--- config.mk ---
export PLATFORM = sky130hd
export DESIGN_NAME = fsk_tick_gen
export DESIGN_NICKNAME = d
export VERILOG_FILES = /design/src/rtl/fsk_clk_pkg.sv /design/src/rtl/fsk_tick_chan.sv /design/src/rtl/fsk_tick_gen.sv
export SDC_FILE = /design/constraint.sdc
export NUM_CORES = 1
export LEC_CHECK = 0
export ABC_AREA = 1
export BUFFER_PORTS_ARGS = -buffer_cell sky130_fd_sc_hd__buf_2
export CAP_MARGIN = 20
export CORE_UTILIZATION = 45
export CTS_BUF_LIST = sky130_fd_sc_hd__clkbuf_8 sky130_fd_sc_hd__clkbuf_16
export DETAILED_ROUTE_END_ITERATION = 8
export GPL_ROUTABILITY_DRIVEN = 0
export GPL_TIMING_DRIVEN = 1
export HOLD_SLACK_MARGIN = 0.12
export PLACE_DENSITY = 0.65
export SETUP_SLACK_MARGIN = 0.05
export SLEW_MARGIN = 20
export SYNTH_ARGS = -nofsm -noshare
export SYNTH_HDL_FRONTEND = slang
export SYNTH_SLANG_ARGS = --single-unit
--- constraint.sdc ---
create_clock -name clk -period 1.9 [get_ports clk]
set_clock_uncertainty 0.2 [all_clocks]
set_input_delay 0.38 -clock clk [delete_from_list [all_inputs] [get_ports clk]]
set_output_delay 0.38 -clock clk [all_outputs]
set_load 0.02 [all_outputs]
--- src/rtl/fsk_clk_pkg.sv ---
// rtl/fsk_clk_pkg.sv - shared widths, default divisors and types for the FSK timebase
package fsk_clk_pkg;

    localparam int DIV_W_DEFAULT     = 20;
    localparam int RESET_DIV_DEFAULT = 40000;

    localparam int DIV_CARRIER_F0 = 40000;
    localparam int DIV_CARRIER_F1 = 4;
    localparam int DIV_BIT        = 24;
    localparam int DIV_SAMPLE     = 399;

    typedef logic [DIV_W_DEFAULT-1:0] div_t;

endpackage

--- src/rtl/fsk_tick_chan.sv ---
// rtl/fsk_tick_chan.sv - one divider channel: counter, shadow/active divisor, tick and square registers
module fsk_tick_chan
    import fsk_clk_pkg::*;
#(
    parameter int DIV_W     = DIV_W_DEFAULT,
    parameter int RESET_DIV = RESET_DIV_DEFAULT
) (
    input  logic             clk,
    input  logic             rst,
    input  logic             adv,
    input  logic             en,
    input  logic             restart,
    input  logic             wr,
    input  logic [DIV_W-1:0] wdiv,
    output logic             tick,
    output logic             sq
);

    logic [DIV_W-1:0] r_count;
    logic [DIV_W-1:0] r_div_active;
    logic [DIV_W-1:0] r_div_pending;
    logic             r_tick;
    logic             r_sq;
    logic [DIV_W-1:0] w_pending_next;

    // A write in the same cycle as a reload is taken directly into the active divisor.
    assign w_pending_next = wr ? wdiv : r_div_pending;

    always_ff @(posedge clk) begin
        if (rst) begin
            r_count       <= '0;
            r_tick        <= 1'b0;
            r_sq          <= 1'b0;
            r_div_active  <= DIV_W'(RESET_DIV);
            r_div_pending <= DIV_W'(RESET_DIV);
        end else begin
            r_div_pending <= w_pending_next;
            if (restart || !en) begin
                r_count      <= '0;
                r_tick       <= 1'b0;
                r_sq         <= 1'b0;
                r_div_active <= w_pending_next;
            end else if (adv) begin
                if (r_count == r_div_active) begin
                    r_count      <= '0;
                    r_tick       <= 1'b1;
                    r_sq         <= ~r_sq;
                    r_div_active <= w_pending_next;
                end else begin
                    r_count <= r_count + DIV_W'(1);
                    r_tick  <= 1'b0;
                end
            end else begin
                r_tick <= 1'b0;
            end
        end
    end

    assign tick = r_tick;
    assign sq   = r_sq;

endmodule

--- src/rtl/fsk_tick_gen.sv ---
// rtl/fsk_tick_gen.sv - multi-channel tick/square timebase with optional cascade chain
module fsk_tick_gen
    import fsk_clk_pkg::*;
#(
    parameter int NUM_CH    = 4,
    parameter int DIV_W     = DIV_W_DEFAULT,
    parameter int RESET_DIV = RESET_DIV_DEFAULT,
    parameter int CH_W      = (NUM_CH > 1) ? $clog2(NUM_CH) : 1
) (
    input  logic              clk,
    input  logic              rst,
    input  logic [NUM_CH-1:0] ch_en,
    input  logic [NUM_CH-1:0] cascade,
    input  logic              cfg_wr,
    input  logic [CH_W-1:0]   cfg_ch,
    input  logic [DIV_W-1:0]  cfg_div,
    input  logic              sync_restart,
    output logic [NUM_CH-1:0] tick,
    output logic [NUM_CH-1:0] sq
);

    logic [NUM_CH-1:0] w_prev_tick;
    logic [NUM_CH-1:0] w_adv;
    logic [NUM_CH-1:0] w_wr;

    for (genvar k = 0; k < NUM_CH; k++) begin : g_ch
        // Channel 0 has no lower neighbour, so it always sees a qualifying tick.
        if (k == 0) begin : g_head
            assign w_prev_tick[k] = 1'b1;
        end else begin : g_link
            assign w_prev_tick[k] = tick[k-1];
        end

        assign w_adv[k] = ch_en[k] & (~cascade[k] | w_prev_tick[k]);
        assign w_wr[k]  = cfg_wr & (cfg_ch == CH_W'(k));

        fsk_tick_chan #(
            .DIV_W     (DIV_W),
            .RESET_DIV (RESET_DIV)
        ) u_chan (
            .clk     (clk),
            .rst     (rst),
            .adv     (w_adv[k]),
            .en      (ch_en[k]),
            .restart (sync_restart),
            .wr      (w_wr[k]),
            .wdiv    (cfg_div),
            .tick    (tick[k]),
            .sq      (sq[k])
        );
    end

endmodule

==> impl_results.rst <==
.. list-table::
   :header-rows: 1

   * - Metric
     - Value
   * - Status
     - finished clean
   * - Min-delay src
     - ch_en[3]
   * - Slew Limit Fails
     - 0
   * - Chip Width
     - 168 um
   * - # diodes
     - 0
   * - Total nets after synthesis
     - 1849
   * - Power spent charging and discharging nets
     - 0.00294 W
   * - Synth warnings
     - 0
   * - Count of different cell masters after synthesis
     - 43
   * - Sequential-to-total area share from yosys stat
     - 0.403
   * - Most used DFF post-synth
     - dfxtp_1
   * - Area of the multi-input gates
     - 6320 um2
   * - Pin count of the biggest net entering global routing
     - 58
   * - Delay-heaviest family, CP
     - simple AND/OR/NAND/NOR gates
   * - Netlist Area Pre-Place
     - 12300 um2
   * - CTS max path bufs
     - 3
   * - Syn-to-layout area delta
     - 23.7%
   * - RSZ-0062 raised after global routing
     - true
   * - Clock latency of the later-clocked register in the worst-skew pair
     - 0.55 ns
   * - Sequential power share
     - 0.460
   * - Ratio of total power to cell area
     - 783 nW/um2
   * - Flip-flop and latch count after synthesis
     - 248
   * - Number of fill cells in the layout
     - 2528
   * - Initial DRC Count
     - 801
   * - Switching fraction of total power
     - 0.246
   * - Critical path arrival
     - 2.07 ns
   * - Worst slew pin tran
     - 0.322 ns
   * - Critical Path Slowest Stage Cell
     - dfxtp_4
   * - Worst VDD drop
     - 0.000559 V
   * - Total Routed Length
     - 32200 um
   * - Launching element type of the critical path
     - flip-flop
   * - # DRC
     - 0
   * - Number of buffer and inverter stages on the critical path
     - 2
   * - Shortest clock period the worst path allows after layout
     - 1.86 ns
   * - Tcrit/Tclk final
     - 0.977
   * - Startpoint of the most critical setup path
     - g_ch[1].u_chan.r_count[1]$_SDFFE_PP0P_
   * - Critical Setup Path Class
     - reg2reg
   * - Internal Power
     - 0.00901 W
   * - Max Clk Rate
     - 539 MHz
   * - TritonCTS clock tree
     - yes
   * - Longest individual stage delay on the worst path
     - 0.36 ns
   * - Number of H-tree levels
     - 1
   * - Combined flip-flop and latch cell area
     - 5060 um2
   * - Largest fanout on the critical path
     - 23
   * - Source of the worst register-to-register timing path
     - g_ch[1].u_chan.r_count[1]$_SDFFE_PP0P_
   * - Avg Synthesized Cell Area
     - 6.81 um2
   * - Req. time, crit path
     - 2.11 ns
   * - Core box area
     - 27000 um2
   * - Total number of nets in the final design
     - 1983
   * - Number of placement rows
     - 60
   * - Die area
     - 28100 um2
   * - Clock transition at the registers of the reported paths
     - 0.06 ns
   * - Wire length of the first global-routing pass
     - 50900 um
   * - Die Span Y
     - 168 um
   * - Type of element capturing the critical path
     - flip-flop
   * - Via-per-instance ratio
     - 4.89
   * - Worst hold path class
     - in2reg
   * - Clock power frac
     - 0.441
   * - GR Util All Layers
     - 0.222
   * - DP Wirelength
     - 22300 um
   * - Leakage power figure
     - 7.45 nW
   * - Inserted Clock Buffers
     - 27
   * - Master cell of the clock root buffer
     - clkbuf_16
   * - Worst hold slack
     - 0.124 ns
   * - Vias after detailed routing
     - 11.3k
   * - Number of violations of the max-capacitance limit
     - 0
   * - Boundary pin count
     - 42
   * - Final TNS setup
     - 0 ns
   * - Initial core utilization
     - 0.458
   * - Fraction of layout instances using a drive strength above 1
     - 0.196
   * - Final setup viols
     - 0
   * - Routed length per instance
     - 14.0 um
   * - Comb pwr share
     - 0.099
   * - Max-slew headroom
     - 0.785
   * - Number of cells after detailed placement
     - 2209
   * - Post-detailed-route count of antenna-violating nets
     - 0
   * - Number of sinks driven by the clock tree
     - 248
   * - Sequence of cells on the critical path
     - buf_4, xor2_1, or2_1, nor2_2, nand3_4, nand2_8, buf_12, nor3_1
   * - Final instance count without filler cells
     - 2304
   * - Total congestion overflow
     - 0
   * - Number of detailed-routing iterations run before antenna repair
     - 5
   * - Minimum setup slack in the final design
     - 0.0440 ns
   * - Area after DPL
     - 13300 um2
   * - Final Cell Area
     - 15300 um2
   * - Number of antenna violations at the first check in global routing
     - 0
   * - EDFF count, synth
     - 0
   * - Port Buffers
     - 40
   * - Post-synth ARST share
     - 0
   * - Gate count of the mapped netlist
     - 1811
   * - Hold violation total from the final report
     - 0
   * - Via count of the first global-routing pass
     - 10.4k
   * - Post-placement setup slack
     - -0.0753 ns
## layout by cell type (no fill, tap or decap), types with 7 or more instances in the layout
cell	synthesis	routed
o21a_1	9	9
nor2_4	0	10
a21oi_1	26	22
nor2_1	290	256
dfxtp_4	0	10
nand3_2	6	11
buf_2	9	40
o211ai_1	12	12
nand3_1	124	117
nand2_2	3	24
inv_1	279	268
xor2_1	55	53
or2_2	7	7
mux2i_1	41	41
dlygate4sd3_1	0	21
buf_12	0	12
clkbuf_16	0	32
xnor2_1	19	15
nand3b_1	10	10
nor2_2	8	32
buf_4	18	80
nor3_1	38	34
nand4_1	17	17
a21boi_1	0	8
nand2_1	484	457
dfxtp_1	248	190
o21ai_0	30	29
dfxtp_2	0	48
inv_2	3	18
## sequential cells by signal (all words and copies together), names as in the netlist
signal,count
g_ch.u_chan.r_div_active,80
g_ch.u_chan.r_div_pending,80
g_ch.u_chan.r_count,80
g_ch.u_chan.tick,4
g_ch.u_chan.sq,4
## per-stage QoR
stage	total power [W]	utilization
2_1_floorplan	0.00633	-
3_3_place_gp	0.00664	0.492
3_5_place_dp	0.00666	0.492
4_1_cts	0.0120	0.535
5_1_grt	0.0124	0.566
6_report	0.0119	0.566
## tightest hold or removal path: stages
cell     delay, ns
buf_2         0.12
nand2_4       0.08
buf_4         0.15
nand2_1       0.05
a21oi_1       0.05
## power by group through the flow
stage          registers [W]  clock network [W]  logic, W
6_report             0.00549            0.00527   0.00119
5_1_grt              0.00551            0.00560   0.00133
4_1_cts              0.00549            0.00537   0.00110
3_5_place_dp         0.00561                  0   0.00106
3_3_place_gp         0.00560                  0   0.00104
2_1_floorplan        0.00558                  0  0.000757
## kinds of logic after synthesis
family / count (synthesis) / share of synthesized area
fa+ha+maj: 4 / 0.00406
buf+inv: 344 / 0.119
compound gates: 98 / 0.0480
flops: 248 / 0.403
xor+xnor: 74 / 0.0526
simple gates: 1002 / 0.341
mux: 41 / 0.0333
## final timing paths
| path | slack (ns) | endpoint | cells past startpoint |
|---|---|---|---|
| worst max-delay path | 0.04 | g_ch[1].u_chan.r_count[12]$_SDFFE_PP0P_ | 8 |
| worst min-delay path | 0.12 | g_ch[3].u_chan.r_count[0]$_SDFFE_PP0P_ | 5 |
| worst max register to register | 0.04 | g_ch[1].u_chan.r_count[12]$_SDFFE_PP0P_ | 8 |
| worst min register to register | 0.28 | g_ch[3].u_chan.r_div_pending[6]$_SDFF_PP1_ | 2 |
## routing by layer
layer / vias to the layer above / track usage / share of wire
li1: 5811 / - / -
met4: 0 / 0.0527 / 0.017
met1: 5213 / 0.299 / 0.47
met5: - / 0 / 0
met3: 44 / 0.0305 / 0.041
met2: 197 / 0.374 / 0.48
## synthesized netlist by cell type (6+ instances only)
library cell  instances  area share
nand2_1             484        0.15
nor2_1              290       0.088
inv_1               279       0.085
dfxtp_1             248        0.40
nand3_1             124       0.050
xor2_1               55       0.039
mux2i_1              41       0.033
nor3_1               38       0.015
o21ai_0              30       0.012
a21oi_1              26       0.011
clkbuf_1             22      0.0067
xnor2_1              19       0.013
buf_4                18       0.011
nand4_1              17      0.0086
a21boi_0             15      0.0091
o211ai_1             12      0.0073
buf_6                11       0.010
nand3b_1             10      0.0061
buf_2                 9      0.0037
o21a_1                9      0.0055
nor2_2                8      0.0041
or2_2                 7      0.0036
nand3_2               6      0.0049
## timing repair
item	4_1_cts	5_1_grt
hold buffers	21	0
resized for setup	15	212
endpoints found under the hold margin	62	0
endpoints found under the setup margin	57	161
cloned	0	7
setup buffers	0	20
pin swaps	0	55
## area by class of cell
type | count | share of cell area
multi-input cells | 1219 | 0.414
clock buffers | 31 | 0.0479
repair buffers | 167 | 0.0979
well taps | 341 | 0.0280
flip-flops and latches | 248 | 0.332
inverters | 282 | 0.0696
clock inverters | 16 | 0.0104
No activity file was read; power rests on OpenSTA's default activity.
